**src/rtl/imm_ext_pkg.sv**
```systemverilog
// rtl/imm_ext_pkg.sv - shared mode encodings for the immediate-extension pipe
package imm_ext_pkg;

    typedef enum logic [2:0] {
        MODE_ZEXT5  = 3'b000,
        MODE_ZEXT8  = 3'b001,
        MODE_SEXT5  = 3'b010,
        MODE_SEXT8  = 3'b011,
        MODE_SEXT11 = 3'b100,
        MODE_HI8    = 3'b101,
        MODE_ILL6   = 3'b110,
        MODE_ILL7   = 3'b111
    } imm_mode_e;

    localparam int ERR_CNT_W = 8;

    function automatic logic mode_is_legal(input logic [2:0] m);
        return (m != MODE_ILL6) && (m != MODE_ILL7);
    endfunction

endpackage

```
**src/rtl/imm_ext_core.sv**
```systemverilog
// rtl/imm_ext_core.sv - combinational immediate extraction and zero/sign extension
module imm_ext_core
    import imm_ext_pkg::*;
#(
    parameter int DW = 16
) (
    input  logic [15:0]   instr,
    input  logic [2:0]    mode,
    output logic [DW-1:0] imm,
    output logic          err
);

    logic [4:0] unused_bits;
    assign unused_bits = instr[15:11];

    // Size casts of $signed operands replicate the source sign bit up to DW-1.
    always_comb begin
        imm = '0;
        err = !mode_is_legal(mode);
        case (imm_mode_e'(mode))
            MODE_ZEXT5:  imm = DW'(instr[4:0]);
            MODE_ZEXT8:  imm = DW'(instr[7:0]);
            MODE_SEXT5:  imm = DW'($signed(instr[4:0]));
            MODE_SEXT8:  imm = DW'($signed(instr[7:0]));
            MODE_SEXT11: imm = DW'($signed(instr[10:0]));
            MODE_HI8:    imm = DW'($signed({instr[7:0], 8'h00}));
            default:     imm = '0;
        endcase
    end

endmodule

```
**src/rtl/imm_ext_pipe.sv**
```systemverilog
// rtl/imm_ext_pipe.sv - immediate extender feeding a DEPTH-entry output buffer
// Optional illegal-mode counter enabled by IMM_EXT_ERRCNT_EN.
module imm_ext_pipe
    import imm_ext_pkg::*;
#(
    parameter int DW    = 16,
    parameter int DEPTH = 4
) (
    input  logic                     clk,
    input  logic                     rst_n,
    input  logic                     in_valid,
    output logic                     in_ready,
    input  logic [15:0]              instr,
    input  logic [2:0]               mode,
    output logic                     out_valid,
    input  logic                     out_ready,
    output logic [DW-1:0]            out_imm,
    output logic                     out_err,
    output logic                     err_sticky,
    input  logic                     clr_err,
    output logic [ERR_CNT_W-1:0]     err_cnt,
    output logic [$clog2(DEPTH):0]   level
);

    localparam int AW = $clog2(DEPTH);
    localparam logic [AW:0] FULL_LVL = (AW+1)'(DEPTH);

    logic [DW-1:0] core_imm;
    logic          core_err;

    imm_ext_core #(.DW(DW)) u_core (
        .instr (instr),
        .mode  (mode),
        .imm   (core_imm),
        .err   (core_err)
    );

    logic [DW:0]   mem_q [DEPTH];
    logic [DW:0]   mem_d [DEPTH];
    logic [AW-1:0] wr_ptr_q, wr_ptr_d, rd_ptr_q, rd_ptr_d;
    logic [AW:0]   level_q, level_d;
    logic          err_sticky_q, err_sticky_d;
    logic          push, pop;

    // Full blocks input regardless of out_ready: no same-cycle pass-through.
    assign in_ready  = (level_q < FULL_LVL);
    assign out_valid = (level_q != '0);
    assign push      = in_valid && in_ready;
    assign pop       = out_valid && out_ready;
    assign {out_err, out_imm} = out_valid ? mem_q[rd_ptr_q] : '0;
    assign level      = level_q;
    assign err_sticky = err_sticky_q;

    always_comb begin
        mem_d        = mem_q;
        wr_ptr_d     = wr_ptr_q;
        rd_ptr_d     = rd_ptr_q;
        level_d      = level_q;
        err_sticky_d = err_sticky_q;
        if (push) begin
            mem_d[wr_ptr_q] = {core_err, core_imm};
            wr_ptr_d        = wr_ptr_q + 1'b1;
        end
        if (pop) begin
            rd_ptr_d = rd_ptr_q + 1'b1;
        end
        case ({push, pop})
            2'b10:   level_d = level_q + 1'b1;
            2'b01:   level_d = level_q - 1'b1;
            default: level_d = level_q;
        endcase
        if (clr_err) begin
            err_sticky_d = 1'b0;
        end
        if (push && core_err) begin
            err_sticky_d = 1'b1;
        end
    end

    always_ff @(posedge clk or negedge rst_n) begin
        if (!rst_n) begin
            for (int i = 0; i < DEPTH; i++) begin
                mem_q[i] <= '0;
            end
            wr_ptr_q     <= '0;
            rd_ptr_q     <= '0;
            level_q      <= '0;
            err_sticky_q <= 1'b0;
        end else begin
            mem_q        <= mem_d;
            wr_ptr_q     <= wr_ptr_d;
            rd_ptr_q     <= rd_ptr_d;
            level_q      <= level_d;
            err_sticky_q <= err_sticky_d;
        end
    end

`ifdef IMM_EXT_ERRCNT_EN
    logic [ERR_CNT_W-1:0] err_cnt_q, err_cnt_d;

    always_comb begin
        err_cnt_d = err_cnt_q;
        if (push && core_err && (err_cnt_q != '1)) begin
            err_cnt_d = err_cnt_q + 1'b1;
        end
        if (clr_err) begin
            err_cnt_d = '0;
        end
    end

    always_ff @(posedge clk or negedge rst_n) begin
        if (!rst_n) begin
            err_cnt_q <= '0;
        end else begin
            err_cnt_q <= err_cnt_d;
        end
    end

    assign err_cnt = err_cnt_q;
`else
    assign err_cnt = '0;
`endif

endmodule

```
**config.mk**
```make
export PLATFORM = sky130hd
export DESIGN_NAME = imm_ext_pipe
export DESIGN_NICKNAME = d
export VERILOG_FILES = /design/src/rtl/imm_ext_pkg.sv /design/src/rtl/imm_ext_core.sv /design/src/rtl/imm_ext_pipe.sv
export SDC_FILE = /design/constraint.sdc
export NUM_CORES = 1
export LEC_CHECK = 0
export CORE_ASPECT_RATIO = 0.75
export CORE_UTILIZATION = 30
export DETAILED_ROUTE_END_ITERATION = 6
export SETUP_SLACK_MARGIN = 0.3
export SYNTH_ARGS = -nofsm -noshare
export SYNTH_HDL_FRONTEND = slang
export SYNTH_SLANG_ARGS = --single-unit
```
**constraint.sdc**
```tcl
create_clock -name clk -period 1.87 [get_ports clk]
set_clock_uncertainty 0.1 [all_clocks]
set_input_delay 0.374 -clock clk [delete_from_list [all_inputs] [get_ports clk]]
set_output_delay 0.374 -clock clk [all_outputs]
set_load 0.02 [all_outputs]
```
==> results of run 1 <==
flip-flops by register name (all words and copies together), names as in the netlist:
name and count:
err_sticky 1, level 3, mem_q 68, rd_ptr_q 2, wr_ptr_q 2
synth_stat cells:
cell type	instances
a22oi_2	7
a311oi_2	3
a31oi_1	5
a32oi_1	1
and2_1	18
and3b_1	7
and4bb_1	1
buf_2	5
buf_4	9
buf_6	2
clkbuf_1	15
conb_1	1
dfrtp_1	76
fa_1	1
ha_1	5
inv_1	8
mux2_1	1
mux2_2	8
mux2i_1	1
mux4_2	17
nand2_1	71
nand3_1	1
nand3b_1	4
nor2_1	5
nor2b_1	4
o21ai_0	24
o21ai_1	40
o21ai_2	1
o22ai_1	1
or3_1	1
xnor2_1	4
xor2_1	2
layer usage:
metal	share of wire	global-route usage
met4	0.013	0.0429
met1	0.47	0.200
met2	0.48	0.253
met3	0.038	0.0347
met5	0	0
critical path: cells and delay by family (launching register included):
kind,cells,cell delay (ns)
mux,1,0.50
flops,1,0.39
buf+inv,3,0.37
simple gates,1,0.16
cell type report:
type	count	area, um^2	area share
sequential	76	1910	0.366
multi-input combinational	241	1780	0.343
timing repair buffer	92	992	0.191
clock buffer	9	225	0.0433
tap	166	208	0.0399
clock inverter	7	56.3	0.0108
inverter	8	32.5	0.00625
power by group through the flow:
stage / combinational (uW) / sequential, uW / clock, uW
2_1_floorplan: 2460 / 2650 / 0
3_3_place_gp: 3840 / 2690 / 0
3_5_place_dp: 3910 / 2740 / 0
4_1_cts: 4570 / 2710 / 1690
5_1_grt: 4960 / 2800 / 1740
6_report: 4550 / 2710 / 1640
kinds of logic (layout without fill, tap and decap cells):
kind of cell	after synthesis	count (layout)
AOI/OAI and AO/OA	82	82
buffers and inverters	39	116
adders and majority gates	6	6
xor gates and xnor gates	6	6
muxes	27	27
and+or+nand+nor	112	112
other	1	8
DFF	76	76
stage by stage:
step	TNS, ns	area, um^2	instances
finish	-6.56	5200	599
global route	-7.58	5200	599
CTS	-6.73	5160	596
detailed placement	-16.28	4650	569
global placement	-14.95	4650	569
floorplan	-0.361	3860	356
path summary, 6_finish.rpt:
check	from	to	slack (ns)	cells past startpoint
worst max-delay path	rd_ptr_q[0]	out_imm[10]	-0.37	5
worst min-delay path	mem_q[9]	mem_q[9]	0.38	2
worst max register to register	level[0]	level[1]	-0.26	7
worst min register to register	mem_q[9]	mem_q[9]	0.38	2
max in group asynchronous	rst_n	rd_ptr_q[0]	0.84	3
min in group asynchronous	rst_n	level[1]	0.51	3
what timing repair did:
| item | CTS | global route |
|---|---|---|
| pin swaps | 19 | 4 |
| buffers inserted | 6 | 3 |
| hold endpoints to repair | 76 | 0 |
| gates resized for setup | 152 | 13 |
| cloned | 4 | 0 |
| hold buffers | 1 | 0 |
| endpoints found under the setup margin | 71 | 39 |
==> metrics.md, run 1 <==
| Metric | Value |
|---|---|
| Most frequent CP cell | `buf_12` |
| Final nets | `458` |
| Ys Warns | `0` |
| Part of the power in combinational logic | `0.512` |
| CTS tree | `yes` |
| Synth Area in Compound Gates | `0.134` |
| Port buffer count | `41` |
| Via Count | `2775` |
| Most area-consuming cells after synthesis | `dfrtp_1 50%, mux4_2 10%, nand2_1 7.0%` |
| CP Launch Type | `flip-flop` |
| CP Cell Sequence | `buf_12, buf_12, mux4_2, and2_4, buf_6` |
| Power Dens Cells | `1710 nW/um^2` |
| Detailed Routing Iterations Pass 1 | `5` |
| Final HPWL DP | `6190 um` |
| Initial core utilization | `0.307` |
| Routed wire length | `9150 um` |
| Gp weighted congestion | `0.755` |
| P_int | `5810 uW` |
| XOR/XNOR share of the synthesized area | `0.0139` |
| Fin worst setup slack | `-0.373 ns` |
| WL per Instance | `roughly 15 um` |
| Status | `finished with violations` |
| Final setup viols | `21` |
| Adder-Cell Fraction of Synth Area | `0.0218` |
| Worst setup EP type | `primary output` |
| Share of cells above drive strength 1 | `0.360` |
| Vias in the first global route | `2846` |
| Initial antenna violation count | `0` |
| Failing checks | `negative setup slack` |
| Net Sw Frac | `0.347` |
| P_leak | `0.00236 uW` |
| Max Cap Violations | `0` |
| Die H | `99.2 um` |
| H-tree lvl count | `3` |
| CTS sink cnt | `76` |
| Area of the die | `13100 um^2` |
| RSZ-0062 raised after global routing | `yes` |
| Share of the synthesized area in the top cell type | `0.503` |
| Row count | `35` |
| First-pass GRT wire length | `between 15000 and 20000 um` |
| Hold Violations, Final | `0` |
| Gate Count Post-Synth | `~350` |
| Io pins | `55` |
| Avg Inst Size Synth | `~11 um^2` |
| VDD IR max | `between 0.0006 and 0.0007 V` |
| Fillers | `1137` |
| DRT antenna net count | `0` |
| Syn-to-layout area delta | `37.6%` |
| Total GRT Usage | `0.152` |
| Core area | `12300 um^2` |
| Number of remaining DRC errors | `0` |
| Number of synthesized register bits | `76` |
| Register area share after synthesis | `0.503` |
| Post-synthesis simple-gate area fraction | `0.142` |
| Synth Cell Area | `about 3800 um^2` |
| Clock Latency Late Sink | `0.33 ns` |
| Clk buf depth | `2` |
| Final-report max-slew violation count | `0` |
| Minimum clock period | `2.24 ns` |
| Largest family of logic cells by synthesized area | `simple AND/OR/NAND/NOR gates` |
| CP arrival | `around 1.8 ns` |
| Vias per cell | `around 4.6` |
| Crit path max fanout | `5` |
| # diodes | `0` |
| Mux share of post-synthesis cell area | `0.131` |
| Total power | `slightly below 9000 uW` |
| Clock power share | `0.184` |
| Clock transition at the registers of the reported paths | `0.06 ns` |
| CP max-delay cell | `mux4_2` |
| WS Path Type | `reg -> out` |
| CTS buffer count | `9` |
| FMAX | `446 MHz` |
| Hold Path Class | `reg -> reg` |
| Worst path required time | `~1.4 ns` |
| Hold WS | `0.382 ns` |
| Critical path's largest stage delay | `0.50 ns` |
| Root Driver | `clkbuf_16` |
| Most common cell after layout, fill and taps aside | `dfrtp_1` |
| DIE WIDTH | `132 um` |
| Final Cycle Share | `1.20` |
| Post-synth cell types | `32` |
| Grt ovf | `0` |
| Largest net degree at the start of global routing | `77` |
| Commonest non-fill, non-tap cells in the layout | `72 x dfrtp_1, 71 x nand2_1, 40 x o21ai_1, 31 x buf_4, 27 x buf_6` |
| Psw | `3090 uW` |
| Iter 0 DRT Violations | `approximately 110` |
| Post-place setup slack | `-0.458 ns` |
| Sequential share of power | `0.304` |
| Area leader, netlist | `dfrtp_1` |
| Util after Layout | `0.423` |
(Power assumes the default switching activity.)
==> run 2: changes to the inputs <==
CORE_UTILIZATION = 37   (was 30)
==> run 2 against run 1 <==
Compared with the run above:
- the run still ends with negative setup slack left
- register-to-register slack improved by 0.09 ns
- maximum frequency decreased by 0.60%
- non-clock buffer count decreased by 14
- total power decreased by 3.1%
- sequential share of layout area increased by 1.1 points
- design area decreased by 3.0%
- largest power group unchanged
- highest routed layer unchanged
==> metrics.md, run 2 (same netlist as run 1, synthesis figures left out) <==
| Metric | Value |
|---|---|
| # diodes | `0 (unchanged)` |
| Initial antenna violation count | `0 (unchanged)` |
| Clock Latency Late Sink | `0.34 ns (about the same)` |
| Top reg by flops | `mem_q` |
| Root Driver | `clkbuf_16` |
| Syn-to-layout area delta | `33.4%` |
| Status | `finished with violations` |
| Clock transition at the registers of the reported paths | `0.06 ns (about the same)` |
| Vias in the first global route | `2693 (-5.4%)` |
| Final setup viols | `20 (-4.8%)` |
| Total GRT Usage | `0.191 (+0.0391)` |
| Via Count | `2713 (-2.2%)` |
| Most common cell after layout, fill and taps aside | `dfrtp_1` |
| Failing checks | `negative setup slack` |
| CP Cell Sequence | `buf_12, buf_16, mux4_2, and2_4, buf_6` |
| Power Dens Cells | `1710 nW/um^2 (-0.11%)` |
| CP Launch Type | `flip-flop` |
| Minimum clock period | `2.26 ns (+0.0136 ns)` |
| First-pass GRT wire length | `14900 um (-1.9%)` |
| Clk buf depth | `2 (unchanged)` |
| WS Path Type | `reg -> out` |
| Final Cycle Share | `1.21 (+0.00726)` |
| Hold Path Class | `reg -> reg` |
| Setup slack, reg-to-reg | `-0.17 ns (+0.09 ns)` |
| DRT antenna net count | `0 (unchanged)` |
| Final nets | `444 (-3.1%)` |
| Net Sw Frac | `0.346 (-0.00117)` |
| DIE WIDTH | `119 um (-9.8%)` |
| Largest register FFs | `68 (unchanged)` |
| Max Cap Violations | `0 (unchanged)` |
| Row count | `31 (-11%)` |
| CTS tree | `yes` |
| WL per Instance | `16.4 um (+7.1%)` |
| Critical path's largest stage delay | `0.49 ns (about the same)` |
| Hold Violations, Final | `0 (unchanged)` |
| Worst path required time | `1.40 ns (about the same)` |
| P_leak | `0.00226 uW (-4.1%)` |
| FMAX | `443 MHz (-0.60%)` |
| CTS sink cnt | `76 (unchanged)` |
| Util after Layout | `0.516 (+0.0934)` |
| Vias per cell | `4.92 (+6.3%)` |
| Port buffer count | `41 (unchanged)` |
| Fillers | `901 (-21%)` |
| Post-Layout Cell Count | `551 (-8.0%)` |
| Total power | `8620 uW (-3.1%)` |
| Share of cells above drive strength 1 | `0.339 (-0.0214)` |
| Area of the die | `10600 um^2 (-19%)` |
| Number of remaining DRC errors | `0 (unchanged)` |
| VDD IR max | `0.000797 V (+16%)` |
| Sequential share of power | `0.316 (+0.012)` |
| Routed wire length | `9020 um (-1.4%)` |
| Iter 0 DRT Violations | `105 (-7.1%)` |
| Detailed Routing Iterations Pass 1 | `4 (-1)` |
| Final HPWL DP | `6320 um (+2.1%)` |
| Die H | `89.6 um (-9.8%)` |
| RSZ-0062 raised after global routing | `yes` |
| Io pins | `55 (unchanged)` |
| Dpl cells | `532 (-6.5%)` |
| CTS buffer count | `9 (unchanged)` |
| DP Area | `4600 um^2 (-1.1%)` |
| Psw | `2990 uW (-3.5%)` |
| Grt ovf | `0 (unchanged)` |
| Initial core utilization | `0.387 (+0.0796)` |
| Crit path max fanout | `5 (unchanged)` |
| CP max-delay cell | `mux4_2` |
| H-tree lvl count | `3 (unchanged)` |
| Core area | `9770 um^2 (-21%)` |
| Largest net degree at the start of global routing | `33 (-57%)` |
| Post-route cell area | `5050 um^2 (-3.0%)` |
| P_int | `5640 uW (-3.0%)` |
| Fin worst setup slack | `-0.387 ns (-0.0136 ns)` |
| Setup TNS | `-6.20 ns (+0.361 ns)` |
| Clock power share | `0.201 (+0.017)` |
| Commonest non-fill, non-tap cells in the layout | `72 x dfrtp_1, 71 x nand2_1, 40 x o21ai_1, 24 x o21ai_0, 23 x buf_4` |
| Part of the power in combinational logic | `0.483 (-0.029)` |
| Worst setup EP type | `primary output` |
| Final-report max-slew violation count | `0 (unchanged)` |
| CP arrival | `1.78 ns (about the same)` |
| Gp weighted congestion | `0.769 (+1.9%)` |
## run 2: cell count changes in the layout (fill, tap and decap cells not counted), sizes merged
cell | previous run | this run
buf | 73 | 59
clkdlybuf4s50 | 11 | 14
inv | 12 | 9
dlymetal6s2s | 2 | 0
bufinv | 0 | 1
clkinvlp | 1 | 2
## run 2: what timing repair did
| action | in CTS | in global routing |
|---|---|---|
| setup buffers | 1 | 0 |
| endpoints found under the hold margin | 29 | 0 |
| resized for setup | 158 | 2 |
| hold buffers | 1 | 0 |
| setup endpoints to repair | 86 | 32 |
| cloned | 1 | 0 |
| pin swaps | 18 | 1 |
## run 2: worst max-delay path, delay by kind of cell, from the launching register on
family        cells  cell delay, ns
buf+inv           3            0.37
mux               1            0.49
flops             1            0.43
simple gates      1            0.15
## run 2: layout make-up
type	instances	area, um^2	share of cell area
sequential	76	1910	0.378
multi-input combinational	241	1820	0.361
timing repair buffer	78	828	0.164
clock buffer	10	229	0.0454
tap	132	165	0.0327
clock inverter	6	63.8	0.0126
inverter	8	32.5	0.00645
## run 2: power groups by stage
stage | Sequential, uW | Combinational, uW | Clock [uW]
finish | 2720 | 4170 | 1740
global route | 2800 | 4550 | 1830
CTS | 2720 | 4200 | 1770
detailed placement | 2730 | 3820 | 0
global placement | 2690 | 3760 | 0
floorplan | 2650 | 2460 | 0
## run 2: per-layer routing
metal | GRT usage | up-vias | share of wire
met2 | 0.287 | 49 | 0.43
met3 | 0.0638 | 8 | 0.046
met4 | 0.0449 | 0 | 0.0091
met1 | 0.269 | 1320 | 0.51
li1 | - | 1336 | -
met5 | 0 | - | 0
## run 2: worst paths after layout
kind                             startpoint    endpoint  cells after the start
max in group asynchronous             rst_n    level[2]                      3
worst max-delay path            rd_ptr_q[0]  out_imm[1]                      5
worst min-delay path               mem_q[0]    mem_q[0]                      2
min in group asynchronous             rst_n   mem_q[57]                      2
worst max register to register     level[0]    level[1]                      7
worst min register to register     mem_q[0]    mem_q[0]                      2
## run 2: through the flow
stage	setup slack, ns	hold WS (ns)
after floorplan	-0.183	-0.0216
after global placement	-0.417	0.229
after detailed placement	-0.439	0.237
after CTS	-0.405	0.379
after global routing	-0.438	0.404
final	-0.387	0.375
